<file path="src/rtl/fir_mac_engine.sv">
// Self-sequenced FIR core: fetches samples/coefficients from 1-cycle-latency RAMs, runs one MAC
// per tap over a runtime tap count, then rounds/saturates and offers the result over valid/ready.
module fir_mac_engine #(
  parameter int unsigned DATA_WIDTH = 16,
  parameter int unsigned COEF_WIDTH = 16,
  parameter int unsigned OUT_WIDTH  = 16,
  parameter int unsigned MAX_TAPS   = 32,
  parameter int unsigned GUARD      = 4,
  parameter int unsigned SMP_ADDR_W = 13,
  parameter int unsigned ROUND_EN   = 1
) (
  input  logic                          clk,
  input  logic                          rst,
  input  logic                          start,
  input  logic                          abort,
  input  logic [$clog2(MAX_TAPS):0]     cfg_taps,
  input  logic [SMP_ADDR_W:0]           cfg_samples,
  output logic [$clog2(MAX_TAPS)-1:0]   coef_addr,
  input  logic [COEF_WIDTH-1:0]         coef_data,
  output logic [SMP_ADDR_W-1:0]         smp_addr,
  input  logic [DATA_WIDTH-1:0]         smp_data,
  output logic [OUT_WIDTH-1:0]          y_data,
  output logic [SMP_ADDR_W-1:0]         y_idx,
  output logic                          y_valid,
  input  logic                          y_ready,
  output logic                          sat_flag,
  output logic                          busy,
  output logic                          done
);

  localparam int unsigned TAP_W = $clog2(MAX_TAPS);
  localparam int unsigned TW    = TAP_W + 1;
  localparam int unsigned NW    = SMP_ADDR_W + 1;
  localparam int unsigned PW    = DATA_WIDTH + COEF_WIDTH;
  localparam int unsigned ACC_W = PW + GUARD;
  localparam int          SH    = int'(PW) - 1 - int'(OUT_WIDTH);

  localparam logic signed [ACC_W-1:0] RND =
      (ROUND_EN != 0 && SH > 0) ? (ACC_W'(1) << ((SH > 0) ? SH - 1 : 0)) : '0;
  localparam logic signed [ACC_W-1:0] YMAX = (ACC_W'(1) << (OUT_WIDTH - 1)) - ACC_W'(1);
  localparam logic signed [ACC_W-1:0] YMIN = ~YMAX;

  typedef enum logic [2:0] {StIdle, StFetch, StShift, StMac, StDrain, StOut, StFin} state_e;

  state_e                         state_q, state_d;
  logic [TW-1:0]                  taps_q, taps_d, taps_clamp;
  logic [NW-1:0]                  nsmp_q, nsmp_d, n_q, n_d, n_inc;
  logic [TAP_W-1:0]               k_q, k_d;
  logic signed [DATA_WIDTH-1:0]   x_q [MAX_TAPS];
  logic signed [DATA_WIDTH-1:0]   x_d [MAX_TAPS];
  logic signed [DATA_WIDTH-1:0]   xk_q, xk_d;
  logic signed [ACC_W-1:0]        acc_q, acc_d, acc_fin, rnd_sum, shifted;
  logic signed [PW-1:0]           prod;
  logic [OUT_WIDTH-1:0]           y_q, y_d;
  logic                           sat_q, sat_d;

  // Full-precision product; coef_data lines up with xk_q one cycle after coef_addr = k.
  assign prod    = $signed(coef_data) * xk_q;
  assign acc_fin = acc_q + {{GUARD{prod[PW-1]}}, prod};
  assign rnd_sum = acc_fin + RND;
  assign shifted = rnd_sum >>> SH;
  assign n_inc   = n_q + NW'(1);

  always_comb begin
    taps_clamp = cfg_taps;
    if (cfg_taps == '0) begin
      taps_clamp = TW'(1);
    end else if (cfg_taps > TW'(MAX_TAPS)) begin
      taps_clamp = TW'(MAX_TAPS);
    end
  end

  always_comb begin
    state_d = state_q;
    taps_d  = taps_q;
    nsmp_d  = nsmp_q;
    n_d     = n_q;
    k_d     = k_q;
    x_d     = x_q;
    xk_d    = xk_q;
    acc_d   = acc_q;
    y_d     = y_q;
    sat_d   = sat_q;
    if (abort) begin
      state_d = StIdle;
    end else begin
      unique case (state_q)
        StIdle: begin
          if (start) begin
            taps_d = taps_clamp;
            nsmp_d = cfg_samples;
            n_d    = '0;
            sat_d  = 1'b0;
            for (int i = 0; i < int'(MAX_TAPS); i++) x_d[i] = '0;
            state_d = (cfg_samples == '0) ? StFin : StFetch;
          end
        end
        StFetch: state_d = StShift;
        StShift: begin
          x_d[0] = smp_data;
          for (int i = 1; i < int'(MAX_TAPS); i++) x_d[i] = x_q[i-1];
          acc_d   = '0;
          k_d     = '0;
          state_d = StMac;
        end
        StMac: begin
          xk_d = x_q[k_q];
          if (k_q != '0) acc_d = acc_fin;
          if ({1'b0, k_q} == taps_q - TW'(1)) begin
            state_d = StDrain;
          end else begin
            k_d = k_q + TAP_W'(1);
          end
        end
        StDrain: begin
          acc_d = acc_fin;
          if (shifted > YMAX) begin
            y_d   = YMAX[OUT_WIDTH-1:0];
            sat_d = 1'b1;
          end else if (shifted < YMIN) begin
            y_d   = YMIN[OUT_WIDTH-1:0];
            sat_d = 1'b1;
          end else begin
            y_d = shifted[OUT_WIDTH-1:0];
          end
          state_d = StOut;
        end
        StOut: begin
          if (y_ready) begin
            n_d     = n_inc;
            state_d = (n_inc == nsmp_q) ? StFin : StFetch;
          end
        end
        StFin:   state_d = StIdle;
        default: state_d = StIdle;
      endcase
    end
  end

  always_ff @(posedge clk) begin
    if (rst) begin
      state_q <= StIdle;
      taps_q  <= '0;
      nsmp_q  <= '0;
      n_q     <= '0;
      k_q     <= '0;
      for (int i = 0; i < int'(MAX_TAPS); i++) x_q[i] <= '0;
      xk_q    <= '0;
      acc_q   <= '0;
      y_q     <= '0;
      sat_q   <= 1'b0;
    end else begin
      state_q <= state_d;
      taps_q  <= taps_d;
      nsmp_q  <= nsmp_d;
      n_q     <= n_d;
      k_q     <= k_d;
      x_q     <= x_d;
      xk_q    <= xk_d;
      acc_q   <= acc_d;
      y_q     <= y_d;
      sat_q   <= sat_d;
    end
  end

  assign coef_addr = k_q;
  assign smp_addr  = n_q[SMP_ADDR_W-1:0];
  assign y_idx     = n_q[SMP_ADDR_W-1:0];
  assign y_data    = y_q;
  assign y_valid   = (state_q == StOut);
  assign busy      = (state_q != StIdle);
  assign done      = (state_q == StFin);
  assign sat_flag  = sat_q;

endmodule
</file>
<file path="config.mk">
export PLATFORM = sky130hd
export DESIGN_NAME = fir_mac_engine
export DESIGN_NICKNAME = d
export VERILOG_FILES = /design/src/rtl/fir_mac_engine.sv
export SDC_FILE = /design/constraint.sdc
export NUM_CORES = 2
export LEC_CHECK = 0
export ABC_AREA = 1
export BUFFER_PORTS_ARGS = -buffer_cell sky130_fd_sc_hd__clkbuf_2
export CAP_MARGIN = 20
export CORE_ASPECT_RATIO = 1.5
export CORE_UTILIZATION = 45
export CTS_CLUSTER_SIZE = 40
export DETAILED_ROUTE_END_ITERATION = 7
export GPL_TIMING_DRIVEN = 0
export PLACE_DENSITY_LB_ADDON = 0.3
export SETUP_SLACK_MARGIN = 0.5
export SYNTH_ARGS = -nofsm -noshare
export SYNTH_HDL_FRONTEND = slang
export SYNTH_SLANG_ARGS = --single-unit
</file>
<file path="constraint.sdc">
create_clock -name clk -period 14 [get_ports clk]
set_input_delay 2.1 -clock clk [delete_from_list [all_inputs] [get_ports clk]]
set_output_delay 2.1 -clock clk [all_outputs]
set_load 0.005 [all_outputs]
</file>
Word level (Yosys, flattened, before mapping)
Cells that the tools add are included.
- flip-flop bits (word level): 623
- bits of input ports: 57
- output and inout bits: 51
- logic and storage cells: 113
- $add $sub $neg: 5
- multipliers: 1
- $lt $le $gt $ge: 4
- equality and inequality tests: 14
- muxes and demuxes: 26
- bitwise gates (word level): 2
- reductions and logical operators: 20
- operators with widths (operator ; number):
    $pmux 512 s2 ; 1
    $mux 512 ; 1
    $pmux 36 s3 ; 1
    $bmux 16 s5 ; 1
    $mux 16 ; 4
    $add 36x16->36 const B ; 1
    $add 36x36->36 ; 1
    $mux 36 ; 1
    $mul 16x16->32 ; 1
    $mux 14 ; 2
    $pmux 14 s2 ; 1
    $gt 21x16->1 const B ; 1
    $lt 21x16->1 const B ; 1
    $pmux 3 s6 ; 1
    $mux 3 ; 5
    $reduce_and 3->1 ; 5
    $add 14x1->14 const B ; 1
    $eq 14x14->1 ; 1
    $logic_not 14->1 ; 1
    $mux 6 ; 2
    $pmux 5 s2 ; 1
    $eq 3x3->1 const B ; 3
    $ne 2x2->1 const B ; 4
    $reduce_and 4->1 ; 2
    21 further kinds ; 29

Longest topological paths before layout
- depth in word-level cells: 7
- gate-level depth with buffers: 53
- mapped depth without buffers: 51

Least setup slack after synthesis
OpenSTA, ideal clock, no wires.
- path kind: input to register
- start point: in coef_data[7]
- end point: reg y_q[14], in the netlist y_data[14]
- library setup time: 122 ps
- arrival time: 10011 ps
- required time: 13878 ps
- slack: 3868 ps
- stages on the path: 49
- buffers on the path: 3
- cell sequence: clkbuf_1 > clkbuf_1 > nand2_1 > fa_1 > inv_1 > fa_1 > inv_1 > fa_1 > inv_1 > fa_1 > fa_1 > inv_1 > fa_1 > inv_1 > ha_1 > nand2_1 > nor2_1 > nand4_1 > (+13 left out) > inv_1 > a21oi_1 > nand2_1 > a21oi_1 > nand2_1 > nand2_1 > nand2_1 > nor2_1 > nand2_1 > nor2_1 > nand4_1 > nand2_1 > clkinv_1 > nor2_1 > nand3_1 > a21oi_4 > buf_4 > a21oi_1
- longest elaborated chain between the ends: 6
- elaborated cells on any way between the ends: 7
- classes of those cells: 2 x add/sub; 1 x mul; 2 x order compare; 2 x mux
- ends and longest elaborated chain (element ; RTL line ; RTL):
    start, declared ; 19 ; input logic [COEF_WIDTH-1:0] coef_data,
    $mul 16x16->32 (*) ; 58 ; assign prod = $signed(coef_data) * xk_q;
    $add 36x36->36 (*) ; 59 ; assign acc_fin = acc_q + {{GUARD{prod[PW-1]}}, prod};
    $add 36x16->36 (*) ; 60 ; assign rnd_sum = acc_fin + RND;
    $lt 21x16->1 ; 120 ; end else if (shifted < YMIN) begin
    $mux 16 ; 120 ;
    $mux 16 (*) ; 117 ; if (shifted > YMAX) begin
    end signal, assigned ; 161 ; y_q <= y_d;
    end, declared ; 54 ; logic [OUT_WIDTH-1:0] y_q, y_d;
Every way passes the cells marked *; elsewhere a longest branch is shown, timed or not.
A chain may end at the register's enable or synchronous reset.

Worst setup path in the final report
- start point: in coef_data[7]
- end point: reg y_q[12], in the netlist y_data[12]
The elaborated chain is that of the path after synthesis.

==> results.md <==
- Status: completed
- CP max FO: 10
- IO Count: 108
- Starting DRC count in detailed routing: 3881
- F_max: 0.0855 GHz
- Area contributors post-synth: dfxtp_1 30%, fa_1 13%, nand2_1 11%, a21oi_1 9.4%, inv_1 6.8%
- CTS buffer count: 61
- Routability congestion estimate: 1.07
- Yosys reg bits: 623
- CP Capture Type: flop
- Nets: 6432
- Max-cap violations: 0
- # DRC: 0
- Die width: 248 µm
- Async SR Flop Fraction: 0
- Router iterations before antenna repair: 6
- CP Class: input pin to flop
- Core area: 90200 µm²
- Clock Skew: 29.5 ps
- Clk_lat worst skew: 670 ps
- Post-Route Utilization: 0.501
- Area share of the largest cell type after synthesis: 0.304
- Pin count of the biggest net entering global routing: 16
- Crit path launch type: input pin
- Die area: 92300 µm²
- Delay of the slowest critical-path stage: 720 ps
- Pwr Density: 87.4 nW/µm²
- Clock transition at path regs: 70 ps
- Most frequent cells in the layout: 1246 x nand2_1, 766 x a21oi_1, 741 x inv_1
- Final Setup Violations: 0
- Fin crit share: 0.836
- Primary FF master, synth: dfxtp_1
- RSZ-0062 raised after global routing: no
- Area Overhead vs Synth: 10.3%
- H-tree depth reported by CTS: 2
- Max_slew headroom: 0.0784
- Seq/Total Area, Yosys: 0.304
- First-pass GRT wire length: 254000 µm
- Routed Antenna Nets: 0
- Synthesized instance count: 5824
- Share of layout cells above drive strength 1: 0.0444
- Die H: 372 µm
- Mapped cell area: 41000 µm²
- Syn Area/Cell: 7.03 µm²
- Sinks on Clock Net: 623
- Initial Util: 0.454
- Initial antenna violation count: 5
- Number of synthesized flops with an enable pin: 0
- Arrival time worst endpoint: 12300 ps
- Yosys top cell by area: dfxtp_1
- CTS Hold Bufs: 0
- Worst Hold Class: flop to flop
- I/O Buffers: 94
- Congestion Overflow GR: 0
- CTS Buffer Depth: 3
- Slowest CP cell: fa_1
- Most used cell along the critical path: nand2_1
- Most common cell after layout, fill and taps aside: nand2_1
- # rows: 135
- Worst R2R Path Depth: 50
- Yosys cell types: 54
- Slew of the pin with the lowest slew margin: 1380 ps
- Final hold vios: 0
- Max Slew Vio Count: 0
- CTS Root Cell: clkbuf_16
- Tmin final: 11700 ps
- Hpwl dp: 135000 µm
- Syn. warnings: 0
- Syn nets: 6267
- Hold path cells: 2
- Post-CTS Resized: 0
- Via Count: 41500
- Number of global-route vias before repair: 40500
- Post CTS Setup Buffer Count: 0
- Setup TNS: 0 ps
- Routed wire per std cell: 24.1 µm
- Maximum VDD drop: 0.0880 mV
- Total GRT Usage: 0.377
- CP required: 14600 ps
- Via/cell ratio: 5.76
- CTS tree: built
- WL final: 174000 µm
- Leakage: 0.0192 µW
[where the power goes]
part | switching, µW | leakage [µW] | internal, µW | total, µW
Clock | 777 | 0.00107 | 1050 | 1830
Sequential | 15.8 | 0.00503 | 1790 | 1810
Combinational | 240 | 0.0131 | 69.1 | 309
[routing by layer]
| layer | share of wire | global-route usage | vias to the layer above |
|---|---|---|---|
| met1 | 0.33 | 0.383 | 19500 |
| li1 | - | - | 19200 |
| met3 | 0.079 | 0.0795 | 770 |
| met2 | 0.47 | 0.631 | 2065 |
| met5 | 0 | 0 | - |
| met4 | 0.12 | 0.370 | 0 |
[cell usage after synthesis, drive strengths merged (14+ instances only)]
master	instances
buf	56
nand2	1247
ha	123
clkbuf	385
a21oi	767
o211ai	15
nand3	526
o21ai	374
xor2	44
o22ai	52
dfxtp	623
fa	263
nor2	334
inv	746
or2	14
nand4	50
xnor2	32
a211oi	87
[critical path, delay by kind of cell]
kind	cells	cell delay, ps
xor gates and xnor gates	1	130
and+or+nand+nor	17	1820
AOI/OAI and AO/OA	12	2600
adders and majority gates	8	3970
buffers and inverters	12	1630
[per-stage QoR]
step	hold WS [ps]	cells	setup WS, ps	power, µW	instance area, µm²
after detailed placement	456	7085	1950	2140	42900
after floorplan	446	5824	3870	2030	41000
after CTS	468	7198	2620	3940	45100
after global routing	481	7203	1660	4040	45200
after global placement	454	7082	2110	2140	42900
final	469	7205	2300	3950	45200
[area by class of cell]
type | instances | area [µm²]
inverter | 749 | 2810
sequential | 623 | 12500
timing repair buffer | 102 | 604
multi-input combinational | 4011 | 23900
buffer | 441 | 1760
clock inverter | 37 | 518
clock buffer | 76 | 1630
fill | 9203 | 45000
tap | 1164 | 1460
antenna | 2 | 5.00
[kinds of logic after synthesis]
family / Yosys count / synth area share
AOI/OAI and AO/OA: 1345 / 0.177
DFF: 623 / 0.304
xor gates and xnor gates: 76 / 0.0164
and+or+nand+nor: 2204 / 0.225
buffers and inverters: 1190 / 0.112
adders and majority gates: 386 / 0.166
[sequential cells by signal, summed over array words and instances, names as in the netlist]
name / count
taps_q: 6
state_q: 3
n_q: 14
y_data: 16
nsmp_q: 14
coef_addr: 5
acc_q: 36
xk_q: 16
x_q: 512
sat_flag: 1
[path summary, 6_finish.rpt]
kind | startpoint | end | slack [ps]
worst max-delay path | coef_data[7] | y_data[12] | 2300
worst min-delay path | x_q[2] | x_q[2] | 470
worst max register to register | xk_q[7] | y_data[12] | 3370
worst min register to register | x_q[2] | x_q[2] | 470
Power figures use the tool's default switching activity.
